## src/rtl/spi_slave_pkg.sv

```systemverilog
// spi_slave_pkg: shared constants and types for the SPI mode-0 slave.
//   SPI_WORD_W  - default serial word length in bits
//   SPI_CNT_W   - bit-counter width for the default word length
//   spi_state_e - frame state (IDLE while cs high, ACTIVE while cs low)
package spi_slave_pkg;

    localparam int unsigned SPI_WORD_W = 16;
    localparam int unsigned SPI_CNT_W  = $clog2(SPI_WORD_W);

    typedef enum logic {
        IDLE   = 1'b0,
        ACTIVE = 1'b1
    } spi_state_e;

endpackage

```

## src/rtl/spi_sync_edge.sv

```systemverilog
// spi_sync_edge: N-stage synchroniser for an asynchronous pin, with
// registered rise/fall pulses detected on the synchronised level.
//   clk, rst  - system clock, synchronous active-high reset
//   d_i       - asynchronous input pin
//   level_o   - synchronised level (last synchroniser stage)
//   rise_o    - one-cycle pulse, SYNC_STAGES+1 cycles after a pin rise
//   fall_o    - one-cycle pulse, SYNC_STAGES+1 cycles after a pin fall
module spi_sync_edge #(
    parameter int unsigned STAGES  = 2,
    parameter logic        RST_VAL = 1'b0
) (
    input  logic clk,
    input  logic rst,
    input  logic d_i,
    output logic level_o,
    output logic rise_o,
    output logic fall_o
);

    // Pulses are suppressed until the pipeline and the delayed copy hold only
    // real samples, so a pin that differs from RST_VAL at reset release does
    // not produce a phantom edge.
    localparam int unsigned PRIME   = STAGES + 1;
    localparam int unsigned PRIME_W = $clog2(PRIME + 1);

    logic [STAGES-1:0]  sync_q;
    logic               prev_q;
    logic               rise_q;
    logic               fall_q;
    logic [PRIME_W-1:0] prime_q;
    logic               primed;
    logic               level;

    assign level  = sync_q[STAGES-1];
    assign primed = (prime_q == PRIME_W'(PRIME));

    // Synchroniser chain, delayed copy and edge pulses.
    always_ff @(posedge clk) begin
        if (rst) begin
            sync_q  <= {STAGES{RST_VAL}};
            prev_q  <= RST_VAL;
            rise_q  <= 1'b0;
            fall_q  <= 1'b0;
            prime_q <= '0;
        end else begin
            sync_q <= (sync_q << 1) | STAGES'(d_i);
            prev_q <= level;
            rise_q <= primed & level & ~prev_q;
            fall_q <= primed & ~level & prev_q;
            if (!primed) begin
                prime_q <= prime_q + PRIME_W'(1);
            end
        end
    end

    assign level_o = level;
    assign rise_o  = rise_q;
    assign fall_o  = fall_q;

endmodule

```

## src/rtl/spi_slave.sv

```systemverilog
// spi_slave: SPI mode-0 (CPOL=0, CPHA=0) slave, MSB first, oversampled by clk.
//   clk, rst - system clock (>= 8x sclk), synchronous active-high reset
//   sclk     - SPI clock from master (async, idles low)
//   cs       - chip select, active low (async)
//   mosi     - master-out data (async)
//   miso     - slave-out data, registered, 0 while idle
//   rx_data  - last complete received word, registered
//   tx_data  - word to send, sampled at frame start and word boundaries
module spi_slave
    import spi_slave_pkg::*;
#(
    parameter int unsigned DATA_WIDTH  = SPI_WORD_W,
    parameter int unsigned SYNC_STAGES = 2
) (
    input  logic                  clk,
    input  logic                  rst,
    input  logic                  sclk,
    input  logic                  cs,
    input  logic                  mosi,
    output logic                  miso,
    output logic [DATA_WIDTH-1:0] rx_data,
    input  logic [DATA_WIDTH-1:0] tx_data
);

    localparam int unsigned   CNT_W    = $clog2(DATA_WIDTH);
    localparam logic [CNT_W-1:0] CNT_LAST = CNT_W'(DATA_WIDTH - 1);

    logic sclk_rise, sclk_fall, sclk_level_unused;
    logic cs_rise, cs_fall, cs_level_unused;
    logic mosi_sync, mosi_rise_unused, mosi_fall_unused;

    spi_state_e            state_q,    state_d;
    logic [CNT_W-1:0]      cnt_q,      cnt_d;
    logic [DATA_WIDTH-1:0] rx_shift_q, rx_shift_d;
    logic [DATA_WIDTH-1:0] tx_shift_q, tx_shift_d;
    logic [DATA_WIDTH-1:0] rx_data_q,  rx_data_d;
    logic                  miso_q,     miso_d;
    logic [DATA_WIDTH-1:0] rx_next;

    spi_sync_edge #(.STAGES(SYNC_STAGES), .RST_VAL(1'b0)) u_sync_sclk (
        .clk     (clk),
        .rst     (rst),
        .d_i     (sclk),
        .level_o (sclk_level_unused),
        .rise_o  (sclk_rise),
        .fall_o  (sclk_fall)
    );

    spi_sync_edge #(.STAGES(SYNC_STAGES), .RST_VAL(1'b1)) u_sync_cs (
        .clk     (clk),
        .rst     (rst),
        .d_i     (cs),
        .level_o (cs_level_unused),
        .rise_o  (cs_rise),
        .fall_o  (cs_fall)
    );

    // Same depth as sclk so the level seen at a detected rise matches that edge.
    spi_sync_edge #(.STAGES(SYNC_STAGES), .RST_VAL(1'b0)) u_sync_mosi (
        .clk     (clk),
        .rst     (rst),
        .d_i     (mosi),
        .level_o (mosi_sync),
        .rise_o  (mosi_rise_unused),
        .fall_o  (mosi_fall_unused)
    );

    assign rx_next = {rx_shift_q[DATA_WIDTH-2:0], mosi_sync};

    // State register and datapath registers.
    always_ff @(posedge clk) begin
        if (rst) begin
            state_q    <= IDLE;
            cnt_q      <= '0;
            rx_shift_q <= '0;
            tx_shift_q <= '0;
            rx_data_q  <= '0;
            miso_q     <= 1'b0;
        end else begin
            state_q    <= state_d;
            cnt_q      <= cnt_d;
            rx_shift_q <= rx_shift_d;
            tx_shift_q <= tx_shift_d;
            rx_data_q  <= rx_data_d;
            miso_q     <= miso_d;
        end
    end

    // Next-state and datapath update; a cs rise takes priority over sclk edges.
    always_comb begin
        state_d    = state_q;
        cnt_d      = cnt_q;
        rx_shift_d = rx_shift_q;
        tx_shift_d = tx_shift_q;
        rx_data_d  = rx_data_q;
        miso_d     = 1'b0;

        case (state_q)
            IDLE: begin
                if (cs_fall) begin
                    state_d    = ACTIVE;
                    tx_shift_d = tx_data;
                    cnt_d      = '0;
                    rx_shift_d = '0;
                end
            end
            ACTIVE: begin
                if (cs_rise) begin
                    // Partial word is dropped; rx_data keeps the last full word.
                    state_d = IDLE;
                    cnt_d   = '0;
                end else if (sclk_rise) begin
                    rx_shift_d = rx_next;
                    if (cnt_q == CNT_LAST) begin
                        rx_data_d = rx_next;
                        cnt_d     = '0;
                    end else begin
                        cnt_d = cnt_q + CNT_W'(1);
                    end
                end else if (sclk_fall) begin
                    // Counter at 0 after a fall means a word just completed.
                    if (cnt_q == '0) begin
                        tx_shift_d = tx_data;
                    end else begin
                        tx_shift_d = {tx_shift_q[DATA_WIDTH-2:0], 1'b0};
                    end
                end
            end
            default: begin
                state_d = IDLE;
            end
        endcase

        miso_d = (state_d == ACTIVE) ? tx_shift_d[DATA_WIDTH-1] : 1'b0;
    end

    assign miso    = miso_q;
    assign rx_data = rx_data_q;

endmodule

```

## config.mk

```make
export PLATFORM = sky130hd
export DESIGN_NAME = spi_slave
export DESIGN_NICKNAME = d
export VERILOG_FILES = /design/src/rtl/spi_slave_pkg.sv /design/src/rtl/spi_sync_edge.sv /design/src/rtl/spi_slave.sv
export SDC_FILE = /design/constraint.sdc
export NUM_CORES = 1
export LEC_CHECK = 0
export ABC_AREA = 1
export BUFFER_PORTS_ARGS = -buffer_cell sky130_fd_sc_hd__buf_2
export CORE_MARGIN = 2
export CORE_UTILIZATION = 45
export DETAILED_ROUTE_END_ITERATION = 12
export PLACE_DENSITY = 0.66
export REMOVE_ABC_BUFFERS = 1
export SETUP_SLACK_MARGIN = 0.15
export SYNTH_ARGS = -nofsm -noshare
export SYNTH_HDL_FRONTEND = slang
export SYNTH_HIERARCHICAL = 1
export SYNTH_SLANG_ARGS = --single-unit
```

## constraint.sdc

```tcl
create_clock -name clk -period 3.7 [get_ports clk]
set_clock_uncertainty 0.05 [all_clocks]
set_input_delay 0.37 -clock clk [delete_from_list [all_inputs] [get_ports clk]]
set_output_delay 0.37 -clock clk [all_outputs]
set_load 0.05 [all_outputs]
```

# Word-level counts from Yosys, hierarchy flattened
# Index checks and enable logic that the tools add are counted.
# classes
addsub,3
n_mul,0
div_mod_pow,0
n_lt_le_gt_ge,0
n_eq_ne,9
shifts,0
n_mux,18
n_bitwise,18
reduce_logical,6
# op_table
operator,count
2-to-1 mux 16 bit,5
2-to-1 mux 15 bit,3
case mux 16 bit (2 select lines),1
case mux 15 bit (2 select lines),1
2-to-1 mux 4 bit,4
bitwise AND 1 bit,8
case mux 4 bit (2 select lines),1
AND reduction 4 bit,2
NOT 1 bit,7
"!= test 2 x 1 -> 1 bit, second input constant",3
bitwise OR 2 x 1 -> 2 bit,3
"adder 2 x 1 -> 2 bit, second input constant",2
"adder 4 x 1 -> 4 bit, second input constant",1
"== test 2 bit, second input constant",2
"== test 4 bit, second input constant",1
zero test 4 bit,1
"!= test 2 bit, second input constant",2
"!= test 3 x 1 -> 1 bit, second input constant",1
AND reduction 3 bit,1
2-to-1 mux 1 bit,2
case mux 1 bit (2 select lines),1
AND reduction 2 bit,1
OR reduction 2 bit,1
# word_totals
regBits,69
latchBits,0
ramBits,0
mem_bits_ro,0
inputBits,21
out_inout_bits,17
mem_count,0

# Depth between registers and ports, before layout
# logic_depth
word_depth,6
ltp_mapped,8
mapped_depth_nobuf,8

# By module
# The synthesis kept the hierarchy.
# by_module_without_submodules
module,n_inst,cells_per_inst,area_each_um2,seq_area_each_um2
spi_slave,1,353,2402.3,1061.0
spi_sync_edge at u_sync_mosi ...,2,29,234.0,140.1
spi_sync_edge at u_sync_cs,1,26,234.0,140.1

# Least setup slack after synthesis
# No wires, ideal clock.
# synth_path
path_kind,register to register
start,reg cnt_q[0]
end,reg tx_shift_q[10]
setup_time_ns,0.119
t_arrival_ns,1.269
required_time_ns,3.531
path_slack_ns,2.261
path_stages_with_launch,8
synth_period_minus_slack_ns,1.439
path_cell_list,dfxtp_1 -> inv_1 -> ha_1 -> nand2_1 -> clkbuf_1 -> nand2_1 -> nand3_1 -> a21oi_1
# synth_via
elab_chain_len,6
# synth_rtl
item,line,rtl
"start, declared",spi_slave.sv:33,"logic [CNT_W-1:0] cnt_q, cnt_d;"
"start signal, assigned",spi_slave.sv:81,cnt_q <= cnt_d;
zero test 4 bit,spi_slave.sv:122,if (cnt_q == '0) begin
2-to-1 mux 16 bit,spi_slave.sv:122,
2-to-1 mux 16 bit,spi_slave.sv:120,end else if (sclk_fall) begin
2-to-1 mux 16 bit,spi_slave.sv:112,end else if (sclk_rise) begin
2-to-1 mux 16 bit,spi_slave.sv:108,if (cs_rise) begin
case mux 16 bit (2 select lines),spi_slave.sv:98,case (state_q)
"end signal, assigned",spi_slave.sv:83,tx_shift_q <= tx_shift_d;
"end, declared",spi_slave.sv:35,"logic [DATA_WIDTH-1:0] tx_shift_q, tx_shift_d;"
# No other way between the ends. The select of a mux whose other input is x is not followed.
# A chain may end at the register's enable or synchronous reset.

# Worst setup path after layout
# Same ends and word-level chain as after synthesis.

==> impl_metrics.tcl <==
set metrics [dict create \
    clk_pin_slew_ns 0.07 \
    routed_wirelength_mm 5.69 \
    h-tree-depth 3 \
    seqPwrFrac 0.535 \
    die_h_um 84.6 \
    cts_made_buffers 9 \
    max_cap_violations 0 \
    final_cell_mix "83 x nand2_1, 79 x nor2_1, 69 x dfxtp_1, 50 x inv_1, 37 x buf_2" \
    ctsHoldBuffers 0 \
    grt-ovfl-total 0 \
    p_comb_frac 0.050 \
    intPower_w 0.00111 \
    final_common_cell "nand2_1" \
    setup.worst_path.class "reg -> reg" \
    netSwitchingFraction 0.220 \
    cts_buffer_depth 2 \
    io_buffers 37 \
    timing.final.crit_share 0.534 \
    first_global_vias 2224 \
    fmax_mhz 506 \
    syn_inst 414 \
    drt_iter0_drc 152 \
    antenna_found_initial 0 \
    netlist_area_um2 2930 \
    use_met3 0.0403 \
    critPathCaptureType "flop" \
    pwr-share-clk 0.415 \
    fin_crit_ns 1.98 \
    post-route-util 0.523 \
    ir_drop_v 0.000302 \
    crit_arrival_ns 2.19 \
    max_slew_margin 0.403 \
    setup_viol 0 \
    min_from "cs" \
    nets 471 \
    boundaryPins 38 \
    switching_power_w 0.000313 \
    hold_class "in -> reg" \
    ys_warn_count 6 \
    area_delta_synth_final_pct 12.8 \
    design.die.area_um2 7160 \
    use_met2 0.261 \
    regArea_um2 1380 \
    drv_slew 0 \
    hold_violations 0 \
    wl_per_cell_um 10.8 \
    initial_utilization 0.463 \
    grt_use_total 0.166 \
    cts_resized 0 \
    die_width_um 84.6 \
    p_per_area_nw_per_um2 432 \
    grt_max_degree 34 \
    hpwl_mm 3.57 \
    whs_path_depth 2 \
    clk_latency_ns 0.33 \
    cts_tree "done" \
    critPathRequiredTime_ns 3.91 \
    reg2reg_from "cnt_q[0]$_SDFFE_PP0P_" \
    num_vias 2512 \
    cts_setup_buffers 0 \
    multi_input_area_um2 1240 \
    status "finished clean" \
    grt_use_met1 0.217 \
    drc_errors 0 \
    viasPerCell 4.76 \
    ff2ff_setup_slack_ns 1.72 \
    syn_avg_cell_area_um2 7.07 \
    startpoint_type "flop" \
    cts_sinks 69 \
    n_antenna_cell 0 \
    dr.pass1.iters 4 \
    rows 29 \
    drt.antenna.violating_nets 0 \
    drive_above_1_share 0.146 \
    fill_cells 640 \
    root_buffer "clkbuf_8" \
    core_um2 6310 \
    crit_fanout 17 \
    finalSetupTns_ns 0 \
    top_usage_layer "met2" \
    gp_congestion 0.809 \
    grt_pass1_wl_mm 9.72 \
    rr_worst_depth 7 \
    rsz0062_at_grt "no" \
    regToRegEndpoint "tx_shift_q[10]$_SDFFE_PP0P_" \
    worstMarginPinSlew_ns 0.894 \
    p_leak_nw 1.44 \
    hold_path_end "u_sync_cs/sync_q[0]$_SDFF_PP1_" \
]
## metrics by stage
step	power, W	std cells	hold slack (ns)	setup slack, ns	area (µm²)
floorplan	0.000825	398	0.333	2.16	2830
global placement	0.000849	512	0.336	1.68	3110
detailed placement	0.000852	512	0.342	1.67	3110
CTS	0.00145	528	0.153	1.74	3300
global route	0.00150	528	0.157	1.46	3300
finish	0.00143	528	0.172	1.72	3300
## how the worst max path moves through the flow
stage	startpoint	end	slack, ns	depth (start not counted)
2_1_floorplan	cnt_q[0]$_SDFFE_PP0P_	tx_shift_q[10]$_SDFFE_PP0P_	2.16	7
3_3_place_gp	rst	miso$_SDFF_PP0_	1.68	4
3_5_place_dp	rst	miso$_SDFF_PP0_	1.67	4
4_1_cts	cnt_q[0]$_SDFFE_PP0P_	tx_shift_q[6]$_SDFFE_PP0P_	1.74	7
5_1_grt	cnt_q[0]$_SDFFE_PP0P_	tx_shift_q[10]$_SDFFE_PP0P_	1.46	7
6_report	cnt_q[0]$_SDFFE_PP0P_	tx_shift_q[10]$_SDFFE_PP0P_	1.72	7
## flip-flops by register name, indices dropped and copies added (netlist names), 2 cells and up
signal               count
u_sync_cs/sync_q         2
u_sync_mosi/sync_q       2
rx_data                 16
u_sync_cs/prime_q        2
u_sync_sclk/prime_q      2
rx_shift_q              15
cnt_q                    4
u_sync_sclk/sync_q       2
tx_shift_q              16
## final cells by class
class / instances / area share
clock buffer: 12 / 0.0440
inverter: 55 / 0.0629
clock inverter: 4 / 0.0144
sequential: 69 / 0.418
tap: 77 / 0.0292
timing repair buffer: 37 / 0.0561
multi-input combinational: 274 / 0.375
## power groups by stage
stage | Sequential, W | Combinational, W | Clock, W
6_report | 0.000764 | 0.0000708 | 0.000592
5_1_grt | 0.000765 | 0.0000835 | 0.000648
4_1_cts | 0.000764 | 0.0000718 | 0.000611
3_5_place_dp | 0.000781 | 0.0000715 | 0
3_3_place_gp | 0.000781 | 0.0000687 | 0
2_1_floorplan | 0.000779 | 0.0000460 | 0
## metal layers
layer / wire, µm / up-vias / share of wire
li1: - / 1342 / -
met1: 2800 / 1111 / 0.49
met4: 84 / 0 / 0.015
met3: 281 / 7 / 0.049
met5: 0 / - / 0
met2: 2530 / 52 / 0.44
## critical path: stages (launching register included)
cell and delay (ns):
dfxtp_1 0.40, inv_1 0.07, ha_1 0.20, nand2_1 0.43
inv_1 0.37, nand2_1 0.15, nand3_1 0.08, a21oi_1 0.15
(Power assumes the default switching activity.)
